===== src/rtl/wb_commit_arbiter_pkg.sv =====
`default_nettype none
// ---------------------------------------------------------------------------
// wb_commit_arbiter_pkg : shared widths and the buffered writeback entry type
// Rev 1.0
// ---------------------------------------------------------------------------
package wb_commit_arbiter_pkg;

  localparam int WIDTH = 32;
  localparam int RS    = 5;

  typedef struct packed {
    logic [RS-1:0]    rd;
    logic [WIDTH-1:0] wd;
    logic [WIDTH-1:0] pc;
  } wb_entry_t;

endpackage
`default_nettype wire


===== src/rtl/wb_commit_arbiter_if.sv =====
`default_nettype none
// ---------------------------------------------------------------------------
// wb_commit_arbiter_if : Branch and Memory lane valid/ready result handshakes
// Rev 1.0
// ---------------------------------------------------------------------------
interface wb_commit_arbiter_if;

  logic                                  br_valid;
  logic                                  br_ready;
  logic [wb_commit_arbiter_pkg::RS-1:0]    br_rd;
  logic [wb_commit_arbiter_pkg::WIDTH-1:0] br_wd;
  logic [wb_commit_arbiter_pkg::WIDTH-1:0] br_pc;

  logic                                  mem_valid;
  logic                                  mem_ready;
  logic [wb_commit_arbiter_pkg::RS-1:0]    mem_rd;
  logic [wb_commit_arbiter_pkg::WIDTH-1:0] mem_wd;
  logic [wb_commit_arbiter_pkg::WIDTH-1:0] mem_pc;

  modport master (
    output br_valid, br_rd, br_wd, br_pc,
    output mem_valid, mem_rd, mem_wd, mem_pc,
    input  br_ready, mem_ready
  );

  modport slave (
    input  br_valid, br_rd, br_wd, br_pc,
    input  mem_valid, mem_rd, mem_wd, mem_pc,
    output br_ready, mem_ready
  );

endinterface
`default_nettype wire


===== src/rtl/wb_commit_arbiter_lane_fifo.sv =====
`default_nettype none
// ---------------------------------------------------------------------------
// wb_lane_fifo : per-lane synchronous FIFO of writeback entries, registered ready
// Rev 1.0
// ---------------------------------------------------------------------------
module wb_lane_fifo
  import wb_commit_arbiter_pkg::*;
#(
  parameter int DEPTH = 2
) (
  input  wire logic clk,
  input  wire logic rst,
  input  wire logic flush,
  input  wire logic push,
  input  wb_entry_t push_data,
  input  wire logic pop,
  output wb_entry_t head,
  output logic      empty,
  output logic      full,
  output logic      ready
);

  localparam int PTR_W = $clog2(DEPTH);
  localparam logic [PTR_W:0] C_FULL = (PTR_W+1)'(DEPTH);
  localparam logic [PTR_W:0] C_ONE  = (PTR_W+1)'(1);

  wb_entry_t        r_mem [DEPTH];
  logic [PTR_W-1:0] r_wr_ptr;
  logic [PTR_W-1:0] r_rd_ptr;
  logic [PTR_W:0]   r_count;
  logic [PTR_W:0]   w_count_nxt;
  logic             r_ready;
  logic             w_do_push;
  logic             w_do_pop;

  assign empty     = (r_count == '0);
  assign full      = (r_count == C_FULL);
  assign ready     = r_ready;
  assign head      = r_mem[r_rd_ptr];
  assign w_do_push = push && (!full || pop) && !flush;
  assign w_do_pop  = pop && !empty && !flush;

  always_comb begin
    w_count_nxt = r_count;
    if (flush) begin
      w_count_nxt = '0;
    end else if (w_do_push && !w_do_pop) begin
      w_count_nxt = r_count + C_ONE;
    end else if (w_do_pop && !w_do_push) begin
      w_count_nxt = r_count - C_ONE;
    end
  end

  // Pointers are log2(DEPTH) wide, so wrap is the natural overflow.
  always_ff @(posedge clk or posedge rst) begin
    if (rst) begin
      r_wr_ptr <= '0;
      r_rd_ptr <= '0;
      r_count  <= '0;
      r_ready  <= 1'b0;
    end else begin
      r_count <= w_count_nxt;
      r_ready <= (w_count_nxt != C_FULL);
      if (flush) begin
        r_wr_ptr <= '0;
        r_rd_ptr <= '0;
      end else begin
        if (w_do_push) r_wr_ptr <= r_wr_ptr + 1'b1;
        if (w_do_pop)  r_rd_ptr <= r_rd_ptr + 1'b1;
      end
    end
  end

  always_ff @(posedge clk) begin
    if (w_do_push) r_mem[r_wr_ptr] <= push_data;
  end

endmodule
`default_nettype wire


===== src/rtl/wb_commit_arbiter.sv =====
`default_nettype none
// ---------------------------------------------------------------------------
// wb_commit_arbiter : buffers Branch/Memory results, serialises same-rd writes
// Rev 1.0
// ---------------------------------------------------------------------------
module wb_commit_arbiter
  import wb_commit_arbiter_pkg::*;
#(
  parameter int FIFO_DEPTH = 2,
  parameter int CNT_W      = 16
) (
  input  wire logic           clk,
  input  wire logic           rst,
  input  wire logic           flush,
  wb_commit_arbiter_if.slave  lanes,
  output logic [RS-1:0]       rd_Branch,
  output logic [WIDTH-1:0]    wd_Branch,
  output logic [WIDTH-1:0]    PC_out_Branch,
  output logic [RS-1:0]       rd_Memory,
  output logic [WIDTH-1:0]    wd_Memory,
  output logic [WIDTH-1:0]    PC_out_Memory,
  output logic [1:0]          write_en,
  output logic [CNT_W-1:0]    conflict_cnt
);

  wb_entry_t w_br_in, w_mem_in, w_br_head, w_mem_head;
  logic w_br_empty, w_br_full, w_mem_empty, w_mem_full;
  logic w_br_push, w_mem_push, w_pop_br, w_pop_mem, w_conflict;
  logic w_same_rd, w_mem_older;

  logic [RS-1:0]    r_rd_br,  r_rd_mem;
  logic [WIDTH-1:0] r_wd_br,  r_wd_mem;
  logic [WIDTH-1:0] r_pc_br,  r_pc_mem;
  logic [1:0]       r_we;
  logic [CNT_W-1:0] r_cnt;

  assign w_br_in    = '{rd: lanes.br_rd,  wd: lanes.br_wd,  pc: lanes.br_pc};
  assign w_mem_in   = '{rd: lanes.mem_rd, wd: lanes.mem_wd, pc: lanes.mem_pc};
  assign w_br_push  = lanes.br_valid  && lanes.br_ready;
  assign w_mem_push = lanes.mem_valid && lanes.mem_ready;

  wb_lane_fifo #(.DEPTH(FIFO_DEPTH)) u_br_fifo (
    .clk(clk), .rst(rst), .flush(flush),
    .push(w_br_push), .push_data(w_br_in), .pop(w_pop_br),
    .head(w_br_head), .empty(w_br_empty), .full(w_br_full), .ready(lanes.br_ready)
  );

  wb_lane_fifo #(.DEPTH(FIFO_DEPTH)) u_mem_fifo (
    .clk(clk), .rst(rst), .flush(flush),
    .push(w_mem_push), .push_data(w_mem_in), .pop(w_pop_mem),
    .head(w_mem_head), .empty(w_mem_empty), .full(w_mem_full), .ready(lanes.mem_ready)
  );

  // rd==0 writes are discarded by the RF, so they never need serialising.
  assign w_same_rd   = !w_br_empty && !w_mem_empty &&
                       (w_br_head.rd == w_mem_head.rd) && (w_br_head.rd != '0);
  assign w_mem_older = (w_mem_head.pc <= w_br_head.pc);

  always_comb begin
    w_pop_br   = 1'b0;
    w_pop_mem  = 1'b0;
    w_conflict = 1'b0;
    if (!flush) begin
      if (w_same_rd) begin
        w_conflict = 1'b1;
        w_pop_mem  = w_mem_older;
        w_pop_br   = !w_mem_older;
      end else begin
        w_pop_br  = !w_br_empty;
        w_pop_mem = !w_mem_empty;
      end
    end
  end

  always_ff @(posedge clk or posedge rst) begin
    if (rst) begin
      r_rd_br  <= '0;
      r_wd_br  <= '0;
      r_pc_br  <= '0;
      r_rd_mem <= '0;
      r_wd_mem <= '0;
      r_pc_mem <= '0;
      r_we     <= 2'b00;
      r_cnt    <= '0;
    end else begin
      r_we <= {w_pop_mem && (w_mem_head.rd != '0), w_pop_br && (w_br_head.rd != '0)};
      if (w_pop_br) begin
        r_rd_br <= w_br_head.rd;
        r_wd_br <= w_br_head.wd;
        r_pc_br <= w_br_head.pc;
      end
      if (w_pop_mem) begin
        r_rd_mem <= w_mem_head.rd;
        r_wd_mem <= w_mem_head.wd;
        r_pc_mem <= w_mem_head.pc;
      end
      if (w_conflict && (r_cnt != '1)) r_cnt <= r_cnt + CNT_W'(1);
    end
  end

  assign rd_Branch     = r_rd_br;
  assign wd_Branch     = r_wd_br;
  assign PC_out_Branch = r_pc_br;
  assign rd_Memory     = r_rd_mem;
  assign wd_Memory     = r_wd_mem;
  assign PC_out_Memory = r_pc_mem;
  assign write_en      = r_we;
  assign conflict_cnt  = r_cnt;

  a_no_equal_pc: assert property (@(posedge clk) disable iff (rst)
    !(w_same_rd && (w_br_head.pc == w_mem_head.pc)));
  a_no_push_full: assert property (@(posedge clk) disable iff (rst)
    !((w_br_push && w_br_full) || (w_mem_push && w_mem_full)));

endmodule
`default_nettype wire

===== src/flat_wrapper.sv =====
// flat-port wrapper written by rule: the top's interface ports become plain ports
module wb_commit_arbiter_flat import wb_commit_arbiter_pkg::*;
#(
  parameter int FIFO_DEPTH = 2,
  parameter int CNT_W      = 16
)
  (clk, rst, flush, rd_Branch, wd_Branch, PC_out_Branch, rd_Memory, wd_Memory, PC_out_Memory, write_en, conflict_cnt, lanes_br_valid, lanes_br_rd, lanes_br_wd, lanes_br_pc, lanes_mem_valid, lanes_mem_rd, lanes_mem_wd, lanes_mem_pc, lanes_br_ready, lanes_mem_ready);
  wb_commit_arbiter_if lanes_i ();
  input  wire logic clk;
  input  wire logic rst;
  input  wire logic flush;
  output logic [RS-1:0] rd_Branch;
  output logic [WIDTH-1:0] wd_Branch;
  output logic [WIDTH-1:0] PC_out_Branch;
  output logic [RS-1:0] rd_Memory;
  output logic [WIDTH-1:0] wd_Memory;
  output logic [WIDTH-1:0] PC_out_Memory;
  output logic [1:0] write_en;
  output logic [CNT_W-1:0] conflict_cnt;
  input wire logic [$bits(lanes_i.br_valid)-1:0] lanes_br_valid;
  input wire logic [$bits(lanes_i.br_rd)-1:0] lanes_br_rd;
  input wire logic [$bits(lanes_i.br_wd)-1:0] lanes_br_wd;
  input wire logic [$bits(lanes_i.br_pc)-1:0] lanes_br_pc;
  input wire logic [$bits(lanes_i.mem_valid)-1:0] lanes_mem_valid;
  input wire logic [$bits(lanes_i.mem_rd)-1:0] lanes_mem_rd;
  input wire logic [$bits(lanes_i.mem_wd)-1:0] lanes_mem_wd;
  input wire logic [$bits(lanes_i.mem_pc)-1:0] lanes_mem_pc;
  output wire logic [$bits(lanes_i.br_ready)-1:0] lanes_br_ready;
  output wire logic [$bits(lanes_i.mem_ready)-1:0] lanes_mem_ready;
  assign lanes_i.br_valid = lanes_br_valid;
  assign lanes_i.br_rd = lanes_br_rd;
  assign lanes_i.br_wd = lanes_br_wd;
  assign lanes_i.br_pc = lanes_br_pc;
  assign lanes_i.mem_valid = lanes_mem_valid;
  assign lanes_i.mem_rd = lanes_mem_rd;
  assign lanes_i.mem_wd = lanes_mem_wd;
  assign lanes_i.mem_pc = lanes_mem_pc;
  assign lanes_br_ready = lanes_i.br_ready;
  assign lanes_mem_ready = lanes_i.mem_ready;
  wb_commit_arbiter #(.FIFO_DEPTH(FIFO_DEPTH), .CNT_W(CNT_W)) u_core (.clk(clk), .rst(rst), .flush(flush), .lanes(lanes_i), .rd_Branch(rd_Branch), .wd_Branch(wd_Branch), .PC_out_Branch(PC_out_Branch), .rd_Memory(rd_Memory), .wd_Memory(wd_Memory), .PC_out_Memory(PC_out_Memory), .write_en(write_en), .conflict_cnt(conflict_cnt));
endmodule

===== config.mk =====
export PLATFORM = sky130hd
export DESIGN_NAME = wb_commit_arbiter_flat
export DESIGN_NICKNAME = d
export VERILOG_FILES = /design/src/rtl/wb_commit_arbiter_pkg.sv /design/src/rtl/wb_commit_arbiter_if.sv /design/src/rtl/wb_commit_arbiter_lane_fifo.sv /design/src/rtl/wb_commit_arbiter.sv /design/src/flat_wrapper.sv
export SDC_FILE = /design/constraint.sdc
export NUM_CORES = 1
export LEC_CHECK = 0
export ABC_AREA = 0
export CAP_MARGIN = 10
export CORE_UTILIZATION = 29
export DETAILED_ROUTE_END_ITERATION = 10
export GPL_TIMING_DRIVEN = 0
export PLACE_DENSITY_LB_ADDON = 0.12
export SETUP_SLACK_MARGIN = 0.2
export SLEW_MARGIN = 20
export SYNTH_ARGS = -nofsm -noshare
export SYNTH_HDL_FRONTEND = slang
export SYNTH_SLANG_ARGS = --single-unit

===== constraint.sdc =====
create_clock -name clk -period 32.1 [get_ports clk]
set_input_delay 3.21 -clock clk [delete_from_list [all_inputs] [get_ports clk]]
set_output_delay 3.21 -clock clk [all_outputs]
set_load 0.02 [all_outputs]

==> results.md <==
* Outcome: complete, no violations
* Fin. Hold Viols at 0
* GPL Wtd Cong at 0.759
* PostCTS Resize Cnt at 0
* Overall routed net length at 46.4 mm
* #FFs+latches synth at 442
* Fin. max-slew vios at 0
* CP Buf/Inv Count at 8
* Main combinational cell family by area after synthesis: multiplexers
* XOR/XNOR share of the synthesized area at 1.08%
* Drt first pass iters at 4
* CP Data Arrival Time at 6.33 ns
* Min cycle time layout at 6.06 ns
* 1st-iter DRT viols at 409
* # rows at 88
* Clk_lat worst skew at 0.59 ns
* Die Width at 244 µm
* Max_cap viols at 0
* Critical path class: reg2reg
* Final setup TNS at 0 ns
* Leading area contributor after synthesis: edfxtp_1
* Top cells by count, synth: edfxtp_1, dfrtp_1, nand2_1, o21ai_0, mux2i_1
* PwrDens at 91.7 nW/µm²
* Cells after Synth at 1,080
* Asr flop ratio synth at 37.6%
* CP top delay family: buffers and inverters
* Vias in the first global route at 10,800
* Clk sink count at 442
* First-pass GRT wire length at 68.8 mm
* Max stage delay on crit path at 0.79 ns
* Dominant synthesized flop cell: edfxtp_1
* Final hold slack at 0.473 ns
* Adder-cell area share of the yosys netlist at 2.73%
* Vias at 10,200
* Remaining DRCs at 0
* Simple logic cell fraction of the synthesized area at 5.25%
* Mux contribution to synthesized area at 10.6%
* Layout Nets at 1,657
* I/O pin total at 301
* Total CTS buffers at 51
* Filler instances at 5,465
* Post-CTS Hold Fix Bufs at 0
* Port Buffer Count at 299
* Design area at 23,000 µm²
* Area Growth Syn to Fin at 35.4%
* Synth Area in Compound Gates at 5.41%
* Seq/Total Area, Yosys at 73.4%
* Hold Path Class: reg2reg
* Headroom to the max-slew limit at 30.5%
* Critical-path cell list: buf_4, buf_6, clkbuf_1, mux2i_1, ha_1, nand4_1, nor4_1, nand2_1, a21boi_0, o21ai_1, a21oi_1, nor4b_2, buf_4, buf_2, buf_4, buf_2, buf_2
* Setup clock skew after layout at 0.0168 ns
* Post-synth EDFFs at 276
* Layout cells sized above 1 at 14.1%
* Unique masters post-synth at 55
* DIE AREA at 59,400 µm²
* Worst setup EP type: flip-flop
* Mapped Nets at 1,260
* Worst Reg2Reg Path Length in Cells at 17
* Pin count of the biggest net entering global routing at 72
* Core footprint at 57,700 µm²
* Area contributors post-synth: edfxtp_1, dfrtp_1, mux2i_1
* DPL Wire Length at 33.7 mm
* CTS tree: done
* RSZ-0062 raised after global routing: no
* CTS clk-pin slew, worst paths at 0.06 ns
* F_max at 0.165 GHz
* Post-DR vias/cell at 4.45
* Mapped cell area at 17,000 µm²
* CP max stage cell: clkbuf_1
* Startpoint types: flip-flop
* Syn Area/Cell at 15.7 µm²
* Post-DP Area at 21,300 µm²
* Routed WL per cell at 20.3 µm
* Peak VDD IR at 0.0549 mV
* Final setup fails at 0
* Root Driver: clkbuf_16
* Final period util at 18.9%
* Pre-CTS setup slack at 25.64 ns
* Most common cell in the synthesized netlist: edfxtp_1
* PnR worst setup slack at 26.04 ns
* Die height at 244 µm
* Overflow after GRT at 0
* Actual slew at the worst max-slew pin at 1.04 ns
* Max H-tree Level at 2
* Yosys warning total at 0
* Critical path required time at 32.37 ns
* Initial antenna violation count at 4
* Final ANT Viol Nets at 0
* Global-route usage over all layers at 15.7%
* Post-CTS setup repair buffer count at 0
* Hold depth at 2
* Synth top area share at 48.9%
* CTS max path bufs at 3
* Initial core utilization at 29.4%
* Crit path depth at 17
* Leakage at 8.57 nW
* Worst Path Max Fanout at 10
## layer usage
layer	vias up	part of all wire (%)	track usage, %
met4	6	1.9	4.52
met2	214	50	26.6
met3	62	5.7	4.14
met5	-	0.088	0
met1	5081	43	19.6
li1	4810	-	-
## registers in the layout, indices dropped and copies added, names as in the netlist
register	count
u_core.PC_out_Branch	32
u_core.PC_out_Memory	32
u_core.conflict_cnt	16
u_core.rd_Branch	5
u_core.rd_Memory	5
u_core.u_br_fifo.r_count	2
u_core.u_br_fifo.r_mem	138
u_core.u_br_fifo.r_rd_ptr	1
u_core.u_br_fifo.r_wr_ptr	1
u_core.u_br_fifo.ready	1
u_core.u_mem_fifo.r_count	2
u_core.u_mem_fifo.r_mem	138
u_core.u_mem_fifo.r_rd_ptr	1
u_core.u_mem_fifo.r_wr_ptr	1
u_core.u_mem_fifo.ready	1
u_core.wd_Branch	32
u_core.wd_Memory	32
u_core.write_en	2
## layout make-up
type                            instances  area (µm²)  area share [%]
Multi-Input combinational cell        583        4280            18.6
Antenna cell                            1        2.50          0.0109
Buffer                                 47         226           0.987
Sequential cell                       442       12400            54.2
Tap cell                              765         957            4.17
Clock buffer                           74        1470            6.38
Timing Repair Buffer                  344        3360            14.6
Inverter                                8        37.5           0.164
Clock inverter                         20         184           0.801
## layout by cell type (no fill, tap or decap), types with 12 or more instances in the layout
cell type and instances:
xnor2_1 18, mux2i_1 107, buf_2 30, nor2_1 12, o21ai_0 113, ha_1 37
buf_4 25, a21oi_1 20, dfrtp_1 166, edfxtp_1 276, clkdlybuf4s50_1 299, clkbuf_1 43
clkbuf_16 53, nand2_1 126, mux2_2 65
## metrics by stage
step,std cells,power (mW),utilization (%)
floorplan,1080,1.21,-
global placement,2144,1.56,36.2
detailed placement,2189,1.57,36.9
CTS,2283,2.15,39.8
global route,2283,2.23,39.8
finish,2284,2.11,39.8
## kinds of logic (layout without fill, tap and decap cells)
kind of cell    after synthesis  after routing
flops                       442            442
simple gates                194            194
mux                         172            172
compound gates              159            159
buf+inv                      55            493
fa+ha+maj                    37             37
xor+xnor                     21             21
other cells                   0              1
## report_power, final
part | switching [mW] | total, mW | internal (mW) | leakage [nW]
logic | 0.414 | 0.732 | 0.318 | 3.18
registers | 0.0585 | 0.805 | 0.747 | 4.59
clock network | 0.228 | 0.568 | 0.340 | 0.806
## worst register-to-register path, stage by stage, from the launching register on
cell and delay [ns]:
dfrtp_1 0.33, buf_4 0.15, buf_6 0.17, clkbuf_1 0.80
mux2i_1 0.32, ha_1 0.39, nand4_1 0.17, nor4_1 0.75
nand2_1 0.24, a21boi_0 0.25, o21ai_1 0.41, a21oi_1 0.22
nor4b_2 0.51, buf_4 0.25, buf_2 0.20, buf_4 0.18
buf_2 0.19, buf_2 0.22
## path summary, 6_finish.rpt
path | start | end | slack, ns
setup / recovery | u_core.u_br_fifo.r_rd_ptr$_DFFE_PP0P_ | u_core.u_mem_fifo.r_mem[1][5]$_DFFE_PP_ | 26.04
hold / removal | u_core.wd_Branch[21]$_DFFE_PP0N_ | u_core.wd_Branch[21]$_DFFE_PP0N_ | 0.47
setup reg to reg | u_core.u_br_fifo.r_rd_ptr$_DFFE_PP0P_ | u_core.u_mem_fifo.r_mem[1][5]$_DFFE_PP_ | 26.04
hold reg to reg | u_core.wd_Branch[21]$_DFFE_PP0N_ | u_core.wd_Branch[21]$_DFFE_PP0N_ | 0.47
max in group asynchronous | rst | u_core.PC_out_Branch[15]$_DFFE_PP0N_ | 27.98
min in group asynchronous | rst | u_core.wd_Memory[7]$_DFFE_PP0N_ | 3.03
Note: power is estimated with default switching activity, not from simulation.
